File: src/rtl/serial_add_sub_pkg.sv
// Shared constants for the bit-serial adder/subtractor: FSM state encoding and op select.
package serial_add_sub_pkg;

  typedef logic [1:0] state_t;

  localparam state_t ST_IDLE  = 2'd0;
  localparam state_t ST_SHIFT = 2'd1;
  localparam state_t ST_DONE  = 2'd2;

  localparam logic OP_ADD = 1'b0;
  localparam logic OP_SUB = 1'b1;

endpackage

File: src/rtl/full_adder.sv
// Single-bit full adder cell used as the serial bit slice.
module full_adder (
  input  logic a,
  input  logic b,
  input  logic cin,
  output logic sum,
  output logic cout
);

  assign sum  = a ^ b ^ cin;
  assign cout = (a & b) | (cin & (a ^ b));

endmodule

File: src/rtl/serial_add_sub.sv
// Bit-serial WIDTH-bit adder/subtractor: one result bit per clock, LSB first,
// result/cout/overflow presented with a one-cycle done pulse.
module serial_add_sub
  import serial_add_sub_pkg::*;
#(
  parameter int unsigned WIDTH = 8
) (
  input  logic             clk,
  input  logic             rst,
  input  logic             start,
  input  logic             sub,
  input  logic [WIDTH-1:0] op_a,
  input  logic [WIDTH-1:0] op_b,
  output logic             busy,
  output logic             done,
  output logic [WIDTH-1:0] result,
  output logic             cout,
  output logic             overflow
);

  localparam int unsigned CW = $clog2(WIDTH) + 1;

  state_t           state;
  state_t           state_nxt;
  logic [WIDTH-1:0] a_sh;
  logic [WIDTH-1:0] b_sh;
  logic [WIDTH-1:0] r_sh;
  logic [WIDTH-1:0] r_nxt;
  logic [CW-1:0]    count;
  logic             carry;
  logic             s_bit;
  logic             c_bit;
  logic             accept;
  logic             last;
  logic             busy_nxt;
  logic             done_nxt;

  full_adder u_fa (
    .a   (a_sh[0]),
    .b   (b_sh[0]),
    .cin (carry),
    .sum (s_bit),
    .cout(c_bit)
  );

  // A new request is taken whenever no operation is in flight.
  assign accept = start && (state != ST_SHIFT);
  assign last   = (state == ST_SHIFT) && (count == CW'(WIDTH - 1));
  assign r_nxt  = (r_sh >> 1) | (WIDTH'(s_bit) << (WIDTH - 1));

  // State register.
  always_ff @(posedge clk) begin
    if (rst) begin
      state <= ST_IDLE;
    end else begin
      state <= state_nxt;
    end
  end

  // Next-state logic.
  always_comb begin
    state_nxt = state;
    case (state)
      ST_IDLE:  if (start) state_nxt = ST_SHIFT;
      ST_SHIFT: if (last)  state_nxt = ST_DONE;
      ST_DONE:  state_nxt = start ? ST_SHIFT : ST_IDLE;
      default:  state_nxt = ST_IDLE;
    endcase
  end

  // Output decode; flags trail the state register by one cycle.
  always_comb begin
    busy_nxt = 1'b0;
    done_nxt = 1'b0;
    case (state)
      ST_SHIFT: busy_nxt = 1'b1;
      ST_DONE:  done_nxt = 1'b1;
      default:  ;
    endcase
  end

  always_ff @(posedge clk) begin
    if (rst) begin
      busy <= 1'b0;
      done <= 1'b0;
    end else begin
      busy <= busy_nxt;
      done <= done_nxt;
    end
  end

  // Serial datapath; subtraction is a + ~b + 1 via the preset carry.
  always_ff @(posedge clk) begin
    if (rst) begin
      a_sh     <= '0;
      b_sh     <= '0;
      r_sh     <= '0;
      count    <= '0;
      carry    <= 1'b0;
      result   <= '0;
      cout     <= 1'b0;
      overflow <= 1'b0;
    end else if (accept) begin
      a_sh  <= op_a;
      b_sh  <= op_b ^ {WIDTH{sub == OP_SUB}};
      carry <= (sub == OP_SUB);
      count <= '0;
    end else if (state == ST_SHIFT) begin
      a_sh  <= a_sh >> 1;
      b_sh  <= b_sh >> 1;
      r_sh  <= r_nxt;
      carry <= c_bit;
      count <= count + CW'(1);
      if (last) begin
        result   <= r_nxt;
        cout     <= c_bit;
        overflow <= c_bit ^ carry;
      end
    end
  end

endmodule
File: config.mk
export PLATFORM = sky130hd
export DESIGN_NAME = serial_add_sub
export DESIGN_NICKNAME = d
export VERILOG_FILES = /design/src/rtl/serial_add_sub_pkg.sv /design/src/rtl/full_adder.sv /design/src/rtl/serial_add_sub.sv
export SDC_FILE = /design/constraint.sdc
export NUM_CORES = 1
export LEC_CHECK = 0
export CELL_PAD_IN_SITES_DETAIL_PLACEMENT = 0
export CELL_PAD_IN_SITES_GLOBAL_PLACEMENT = 1
export CORE_MARGIN = 8
export CORE_UTILIZATION = 45
export CTS_BUF_LIST = sky130_fd_sc_hd__clkbuf_4 sky130_fd_sc_hd__clkbuf_8
export CTS_CLUSTER_SIZE = 8
export DETAILED_ROUTE_END_ITERATION = 7
export PLACE_DENSITY_LB_ADDON = 0.25
export SLEW_MARGIN = 30
export SYNTH_ARGS = -nofsm -noshare
export SYNTH_HDL_FRONTEND = slang
export SYNTH_SLANG_ARGS = --single-unit
File: constraint.sdc
create_clock -name clk -period 2.4 [get_ports clk]
set_clock_uncertainty 0.05 [all_clocks]
set_input_delay 0.48 -clock clk [delete_from_list [all_inputs] [get_ports clk]]
set_output_delay 0.48 -clock clk [all_outputs]
set_load 0.005 [all_outputs]
# After elaboration in Yosys (flattened, before gate mapping)
# Index checks and enable logic that the tools add are counted.
dict set report classes {
  addsub 1
  mux 12
  reduce_logical 8
  eq_ne 6
  bitwise 9
}
# operator n
set op_table {}
lappend op_table {{$mux W8} 4}
lappend op_table {{$or A7 B8 Y8} 1}
lappend op_table {{$xor A8 B8 Y8} 1}
lappend op_table {{$pmux W2 S3} 1}
lappend op_table {{$mux W1} 5}
lappend op_table {{$add A4 B1 Y4 const B} 1}
lappend op_table {{$eq A4 B3 Y1 const B} 1}
lappend op_table {{$mux W2} 2}
lappend op_table {{$ne A2 B2 Y1 const B} 2}
lappend op_table {{$reduce_and A2 Y1} 2}
lappend op_table {{$reduce_and A3 Y1} 1}
lappend op_table {{$xor A1 B1 Y1} 3}
lappend op_table {{$and A1 B1 Y1} 2}
lappend op_table {{$eq A2 B1 Y1 const B} 1}
lappend op_table {{$eq A2 B2 Y1 const B} 1}
lappend op_table {{$logic_and A1 B1 Y1} 2}
lappend op_table {{$logic_not A2 Y1} 1}
lappend op_table {{$ne A2 B1 Y1 const B} 1}
lappend op_table {{$reduce_bool A2 Y1} 1}
lappend op_table {{$reduce_or A2 Y1} 1}
lappend op_table {{$not A1 Y1} 1}
lappend op_table {{$or A1 B1 Y1} 1}
dict set report totals {
  register_bits 43
  wordCells 47
}

# Depth between registers and ports, before layout
# Gate-level depths: netlist of the first run.
dict set report logic_depth {
  word_depth 5
  mapped_depth 5
  depth_no_buf 4
}

# Modules after synthesis
# From an unflattened synthesis of the first run, not the netlist that was laid out.
dict set report hier_totals {
  cells_unflattened 202
  hier_area_um2 1905.6
}
# module area_per_inst_um2 instances seq_area_each_um2 cells_per_inst
set by_module_without_submodules {}
lappend by_module_without_submodules {serial_add_sub 1885.6 1 840.8 201}
lappend by_module_without_submodules {full_adder 20.0 1 0.0 1}

# Worst setup path before layout of the first run
# No wires, ideal clock.
dict set report synth_timing {
  path_type {flip-flop to flip-flop}
  start {register carry}
  end {register overflow}
  setup_time_ps 88
  t_required_ps 2262
  slack_ps 1092
  arrival_time_ps 1170
  path_buffers 0
  path_stages_with_launch 4
  cell_sequence {dfxtp_1 -> fa_1 -> xnor2_1 -> a311oi_2}
}
dict set report synth_between {
  elab_chain_len 3
}
# element line_no
set synth_rtl {}
lappend synth_rtl {{from (decl)} serial_add_sub.sv:30} ;# logic carry;
lappend synth_rtl {{from (signal assigned)} serial_add_sub.sv:106} ;# carry <= (sub == OP_SUB);
lappend synth_rtl {{from (signal assigned)} serial_add_sub.sv:112} ;# carry <= c_bit;
lappend synth_rtl {{$and A1 B1 Y1} full_adder.sv:11} ;# assign cout = (a & b) | (cin & (a ^ b));
lappend synth_rtl {{$or A1 B1 Y1} full_adder.sv:11}
lappend synth_rtl {{named net c_bit} serial_add_sub.sv:32} ;# logic c_bit;
lappend synth_rtl {{$xor A1 B1 Y1} serial_add_sub.sv:117} ;# overflow <= c_bit ^ carry;
lappend synth_rtl {{to (signal assigned)} serial_add_sub.sv:117}
lappend synth_rtl {{to (decl)} serial_add_sub.sv:18} ;# output logic overflow
# The timed path passes the listed nets, and every way through them passes these cells.
# A chain may end at the register's enable or synchronous reset.

# Worst setup path after layout of the first run
dict set report layout_timing {
  start {register overflow}
  end {output overflow}
}
# No word-level cell between the ends.

==> summary.md, run 1 <==
| Metric | Value |
|---|---|
| Status | `completed` |
| Root Driver | `clkbuf_8` |
| Count of final setup violators | `0` |
| Initial core utilization | `0.473` |
| Slowest CP cell | `clkdlybuf4s50_1` |
| Synth Cell Area | `1900 um2` |
| Via density | `5.35` |
| Period utilization | `0.700` |
| Reg2reg start | `state[1]` |
| Drc violations | `0` |
| Fmax | `595 MHz` |
| Crit Path Category | `reg -> out` |
| Die height | `81.1 um` |
| Minimum clock period | `1.68 ns` |
| Worst path buffer plus inverter count | `1` |
| Synthesized area per cell | `9.43 um2` |
| Final Hold Viols | `0` |
| Routed WL | `3700 um` |
| Clock Sinks | `42` |
| Post-CTS Hold Buffers | `0` |
| Post-CTS setup buffers | `0` |
| Hold depth | `2` |
| RR Endpoint | `count[2]` |
| Leakage | `0.807 nW` |
| # rows | `23` |
| RSZ-0062 raised after global routing | `false` |
| Reg2reg path depth | `3` |
| Chip width | `81.1 um` |
| Ports | `32` |
| Slew @ Worst Pin | `0.740 ns` |
| CTS Buffer Depth | `2` |
| Initial DRT Pass Iterations | `6` |
| Synth Instances | `202` |
| CTS resizes | `0` |
| Count leader, synth | `dfxtp_1` |
| Max-cap violation count | `0` |
| WHS Endpoint | `r_sh[1]` |
| Synth warn | `0` |
| Antenna cells | `0` |
| Hold_sp | `r_sh[1]` |
| Final Power | `1.50 mW` |
| Relative slew margins | `0.507` |
| H-tree levels | `2` |
| Pwr/cell area | `662 nW/um2` |
| Vias in the first global route | `1420` |
| Port-buffer cells | `31` |
| Synth Register Bits | `42` |
| Initial DRC count | `96` |
| Async SR Flop Fraction | `0` |
| Most frequent cells after synthesis | `dfxtp_1, nand2_1, a21oi_1` |
| Critical path required time | `1.87 ns` |
| Synth area leader | `dfxtp_1` |
| Routability congestion estimate from global placement | `0.687` |
| Final antenna-violating net count | `0` |
| Initial antenna violation count | `0` |
| Startpoint types | `register` |
| Layout cells sized above 1 | `0.115` |
| Crit path DAT | `1.15 ns` |
| Area fraction of the dominant cell type after synthesis | `0.442` |
| Grt total ovfl | `0` |
| Final setup TNS | `0 ns` |
| Worst Hold Class | `reg -> reg` |
| Yosys cell types | `34` |
| GRT Total Usage | `0.119` |
| Area delta synth->final | `19.0%` |
| Hpwl dp | `2500 um` |
| Nets | `247` |
| CTS clock-pin slew for the worst setup and hold paths | `0.08 ns` |
| Largest delay share family, worst path | `buffers and inverters` |
| Core Region | `4030 um2` |
| TritonCTS clock tree | `yes` |
| Synth Flop Type | `dfxtp_1` |
| Synth Net Count | `224` |
| Filler cells | `393` |
| Top cells by area, synth | `dfxtp_1, a21oi_1, mux2i_1` |
| R2R Setup Slk | `0.76 ns` |
| Slew Limit Fails | `0` |
| Post-synth EDFFs | `0` |
| Largest net degree at the start of global routing | `40` |
| TritonCTS buffer count | `5` |
| Cells along the critical path | `clkdlybuf4s50_1` |
| DR WL/cell | `13.4 um` |
| First-pass GRT wire length | `6230 um` |
| VDD IR max | `0.449 mV` |
| Max incr delay on CP | `0.51 ns` |
| Vias | `1477` |
| Worst-Skew Late Latency | `0.29 ns` |
| Die area | `6570 um2` |
| Worst setup EP type | `output pin` |
| Post-synthesis sequential area ratio | `0.442` |
| Crit path max fanout | `2` |
## registers in the layout, summed over array words and instances, names as in the netlist
| name | count |
|---|---|
| cout | 1 |
| busy | 1 |
| count | 4 |
| state | 2 |
| b_sh | 8 |
| a_sh | 8 |
| done | 1 |
| r_sh | 7 |
| carry | 1 |
| overflow | 1 |
| result | 8 |
## stage by stage
step / instances / worst slack [ns] / cell area (um2) / utilization / hold slack, ns
finish: 276 / 0.720 / 2270 / 0.562 / 0.408
global route: 276 / 0.609 / 2270 / 0.562 / 0.430
CTS: 276 / 0.697 / 2270 / 0.562 / 0.410
detailed placement: 268 / 0.415 / 2150 / 0.534 / 0.399
global placement: 268 / 0.465 / 2150 / 0.534 / 0.394
floorplan: 202 / 1.09 / 1900 / - / 0.387
## cell usage in the layout, fill, tap and decap left out, drive strengths merged
master,instances
buf,4
nor3,2
dfxtp,42
a211o,7
mux2,1
or3,1
clkdlybuf4s50,31
nand3,14
clkinvlp,1
a31oi,1
clkbuf,6
a2111oi,1
a2bb2oi,1
and3b,1
nand3b,1
xnor2,9
a311oi,1
nand2,22
nor2,18
fa,1
and2b,1
inv,1
ha,1
a211oi,9
nand2b,2
bufinv,1
nor3b,1
o21ai,9
a21oi,27
mux2i,9
## layout make-up
class | count | area (um2) | share of cell area
inverter | 1 | 3.75 | 0.00166
clock inverter | 2 | 37.5 | 0.0166
tap | 50 | 62.6 | 0.0276
sequential | 42 | 841 | 0.371
multi-input combinational | 140 | 892 | 0.394
timing repair buffer | 35 | 353 | 0.156
clock buffer | 6 | 76.3 | 0.0337
## how the worst max path moves through the flow
stage / endpoint / cells after the start / slack, ns / start
2_1_floorplan: overflow / 3 / 1.09 / carry
3_3_place_gp: b_sh[1] / 4 / 0.47 / sub
3_5_place_dp: b_sh[2] / 4 / 0.42 / sub
4_1_cts: overflow / 1 / 0.70 / overflow
5_1_grt: b_sh[0] / 4 / 0.61 / sub
6_report: overflow / 1 / 0.72 / overflow
## worst min-delay path: stages, from the launching register on
cell and delay [ns]:
dfxtp_1 0.31, nand2_1 0.05, a21oi_1 0.05
## kinds of logic after synthesis
kind of cell             after synthesis  synth area share
AND/OR/NAND/NOR                       63             0.150
AO/OA/AOI/OAI                         56             0.205
flip-flops                            42             0.442
buffers and inverters                 20            0.0900
multiplexers                          10            0.0552
XOR/XNOR                               9            0.0414
adder cells (fa/ha/maj)                2            0.0171
## layer usage
| layer | global-route usage | vias to the layer above | wire length [um] |
|---|---|---|---|
| met1 | 0.137 | 697 | 1710 |
| met3 | 0.0331 | 6 | 159 |
| met4 | 0.0661 | 0 | 56 |
| met2 | 0.196 | 28 | 1770 |
| li1 | - | 746 | - |
| met5 | 0 | - | 0 |
## power breakdown
part / switching [mW] / total [mW] / internal, mW
clock network: 0.236 / 0.558 / 0.322
logic: 0.0983 / 0.195 / 0.0962
registers: 0.0196 / 0.748 / 0.729
total: 0.354 / 1.50 / 1.15
Note: power is estimated with default switching activity, not from simulation.
==> run 2: changes to the inputs <==
Settings changed: CORE_UTILIZATION 45 to 42.
Clock period 2.4 ns to 1.7 ns, I/O delays scaled along.
==> run 2 against run 1 <==
  * Via count is 0.20% higher
  * Flip-flop and latch count stayed put
  * Die area is 5.7% higher
  * Power is 35% higher
  * Non-clock buffer count is 6 higher
  * Hold slack better by 0.0051 ns
  * First-iteration DRC count is 6.3% lower
  * Register-to-register slack worse by 0.56 ns
  * Worst setup slack worse by 0.56 ns
  * Combinational power is 53% higher
  * Global-route usage is 0.59 points lower
  * Clock-buffer cell count is 1 higher
  * Largest cell class unchanged
  * Largest power group unchanged
  * Highest routed layer unchanged
==> summary.md, run 2 (synthesized netlist as in run 1, its figures left out) <==
| Metric | Value |
|---|---|
| Clock Sinks | `42 (unchanged)` |
| Chip width | `83.3 um (+2.8%)` |
| Worst Hold Class | `reg -> reg` |
| Max-cap violation count | `0 (unchanged)` |
| Top Layer Used | `met4` |
| Placed instance area | `2220 um2 (+3.4%)` |
| TritonCTS clock tree | `yes` |
| Drc violations | `0 (unchanged)` |
| Antenna cells | `0 (unchanged)` |
| CTS Buffer Depth | `2 (unchanged)` |
| Sw Ratio | `0.247 (+0.0110)` |
| Place WS | `0.0461 ns (-0.369 ns)` |
| Clock network power share | `0.331 (-0.041)` |
| Critical path required time | `1.31 ns (-0.56 ns)` |
| Die height | `83.3 um (+2.8%)` |
| Final Cell Area | `2320 um2 (+2.4%)` |
| Largest net degree at the start of global routing | `33 (-18%)` |
| VDD IR max | `0.444 mV (-1.1%)` |
| Most common cell after layout, fill and taps aside | `dfxtp_1` |
| Layout cells sized above 1 | `0.138 (+0.0229)` |
| Vias | `1480 (+0.20%)` |
| Initial DRC count | `90 (-6.3%)` |
| Logic gate share of total power | `0.147 (+0.017)` |
| Status | `completed` |
| GRT Total Usage | `0.113 (-0.00594)` |
| Nets | `253 (+2.4%)` |
| Crit path max fanout | `2 (unchanged)` |
| H-tree levels | `2 (unchanged)` |
| Worst-Skew Late Latency | `0.29 ns (about the same)` |
| Area delta synth->final | `21.8%` |
| Met2 wire len | `1910 um (+8.0%)` |
| Vias in the first global route | `1500 (+5.6%)` |
| Fin util | `0.533 (-0.0297)` |
| # rows | `24 (+4.3%)` |
| Pint | `1.53 mW (+33%)` |
| CTS resizes | `0 (unchanged)` |
| Routed WL | `3890 um (+5.3%)` |
| Final Hold Viols | `0 (unchanged)` |
| Worst path buffer plus inverter count | `1 (unchanged)` |
| Leakage | `0.842 nW (+4.3%)` |
| Slew @ Worst Pin | `0.460 ns (-0.280 ns)` |
| Core Region | `4350 um2 (+8.1%)` |
| DR WL/cell | `13.7 um (+2.3%)` |
| Cells along the critical path | `clkdlybuf4s50_1` |
| Period utilization | `0.905` |
| Post-CTS Hold Buffers | `0 (unchanged)` |
| Port-buffer cells | `31 (unchanged)` |
| Max incr delay on CP | `0.51 ns (about the same)` |
| Count of final setup violators | `0 (unchanged)` |
| Root Driver | `clkbuf_8` |
| Crit Path Category | `reg -> out` |
| Routed length on met3 | `155 um (-2.5%)` |
| Post-CTS setup buffers | `0 (unchanged)` |
| Slew Limit Fails | `0 (unchanged)` |
| Most frequent cells in the layout | `dfxtp_1, clkdlybuf4s50_1, nand2_1` |
| Largest delay share family, worst path | `buffers and inverters` |
| Worst setup EP type | `output pin` |
| Final setup TNS | `0 ns (unchanged)` |
| Slowest CP cell | `clkdlybuf4s50_1` |
| Startpoint types | `register` |
| TritonCTS buffer count | `5 (unchanged)` |
| Initial antenna violation count | `0 (unchanged)` |
| Setup WS post-layout | `0.162 ns (-0.559 ns)` |
| Ports | `32 (unchanged)` |
| Initial core utilization | `0.437 (-0.0353)` |
| Reg power frac | `0.522 (+0.023)` |
| RSZ-0062 raised after global routing | `false` |
| Via density | `5.21 (-2.6%)` |
| Final antenna-violating net count | `0 (unchanged)` |
| Fmax | `650 MHz` |
| Initial DRT Pass Iterations | `4 (-2)` |
| Hpwl dp | `2740 um (+9.6%)` |
| CTS clock-pin slew for the worst setup and hold paths | `0.08 ns (about the same)` |
| Biggest regs | `a_sh (8), b_sh (8), result (8)` |
| P_sw | `0.500 mW (+41%)` |
| First-pass GRT wire length | `6710 um (+7.8%)` |
| Routability congestion estimate from global placement | `0.732 (+6.5%)` |
| Wl on met1 | `1770 um (+3.2%)` |
| Relative slew margins | `0.693 (+0.186)` |
| Pwr/cell area | `873 nW/um2 (+32%)` |
| Grt total ovfl | `0 (unchanged)` |
| Die area | `6940 um2 (+5.7%)` |
| Crit path DAT | `1.15 ns (about the same)` |
| Minimum clock period | `1.54 ns` |
==> run 2: cell types whose count changed in the layout (fill, tap and decap cells not counted) <==
cell        previous run  this run
clkinv_2               0         1
clkinvlp_4             1         0
buf_4                  3         7
bufinv_16              1         0
buf_12                 1         3
clkbuf_8               5         6
==> run 2: layout make-up <==
| class | instances | area [um2] |
|---|---|---|
| Fill cell | 395 | 2030 |
| Multi-Input combinational cell | 140 | 892 |
| Sequential cell | 42 | 841 |
| Timing Repair Buffer | 41 | 423 |
| Clock buffer | 7 | 90.1 |
| Tap cell | 52 | 65.1 |
| Clock inverter | 1 | 5.00 |
| Inverter | 1 | 3.75 |
==> run 2: metal layers <==
metal,vias to the layer above,track usage
li1,757,-
met4,0,0.0527
met2,27,0.197
met3,5,0.0352
met1,691,0.121
met5,-,0
==> run 2: power by group through the flow <==
stage	clock network [mW]	logic, mW	registers (mW)
floorplan	0	0.231	1.07
global placement	0	0.289	1.08
detailed placement	0	0.300	1.08
CTS	0.690	0.301	1.06
global route	0.737	0.327	1.06
finish	0.671	0.298	1.06
==> run 2: metrics by stage <==
step | cells | total power, mW | hold WS, ns
2_1_floorplan | 202 | 1.30 | 0.387
3_3_place_gp | 276 | 1.37 | 0.395
3_5_place_dp | 276 | 1.38 | 0.404
4_1_cts | 284 | 2.05 | 0.415
5_1_grt | 284 | 2.13 | 0.431
6_report | 284 | 2.03 | 0.413
==> run 2: final timing paths <==
path              cells past startpoint      from   endpoint  slack, ns
setup reg to reg                      4  count[0]  result[3]       0.20
hold / removal                        2   b_sh[4]    b_sh[3]       0.41
hold reg to reg                       2   b_sh[4]    b_sh[3]       0.41
setup / recovery                      1  overflow   overflow       0.16
==> run 2: worst reg2reg max path, delay by kind of cell, from the launching register on <==
| kind | cells | cell delay [ns] |
|---|---|---|
| adder cells (fa/ha/maj) | 1 | 0.23 |
| AND/OR/NAND/NOR | 1 | 0.35 |
| flip-flops | 1 | 0.38 |
| AO/OA/AOI/OAI | 2 | 0.38 |
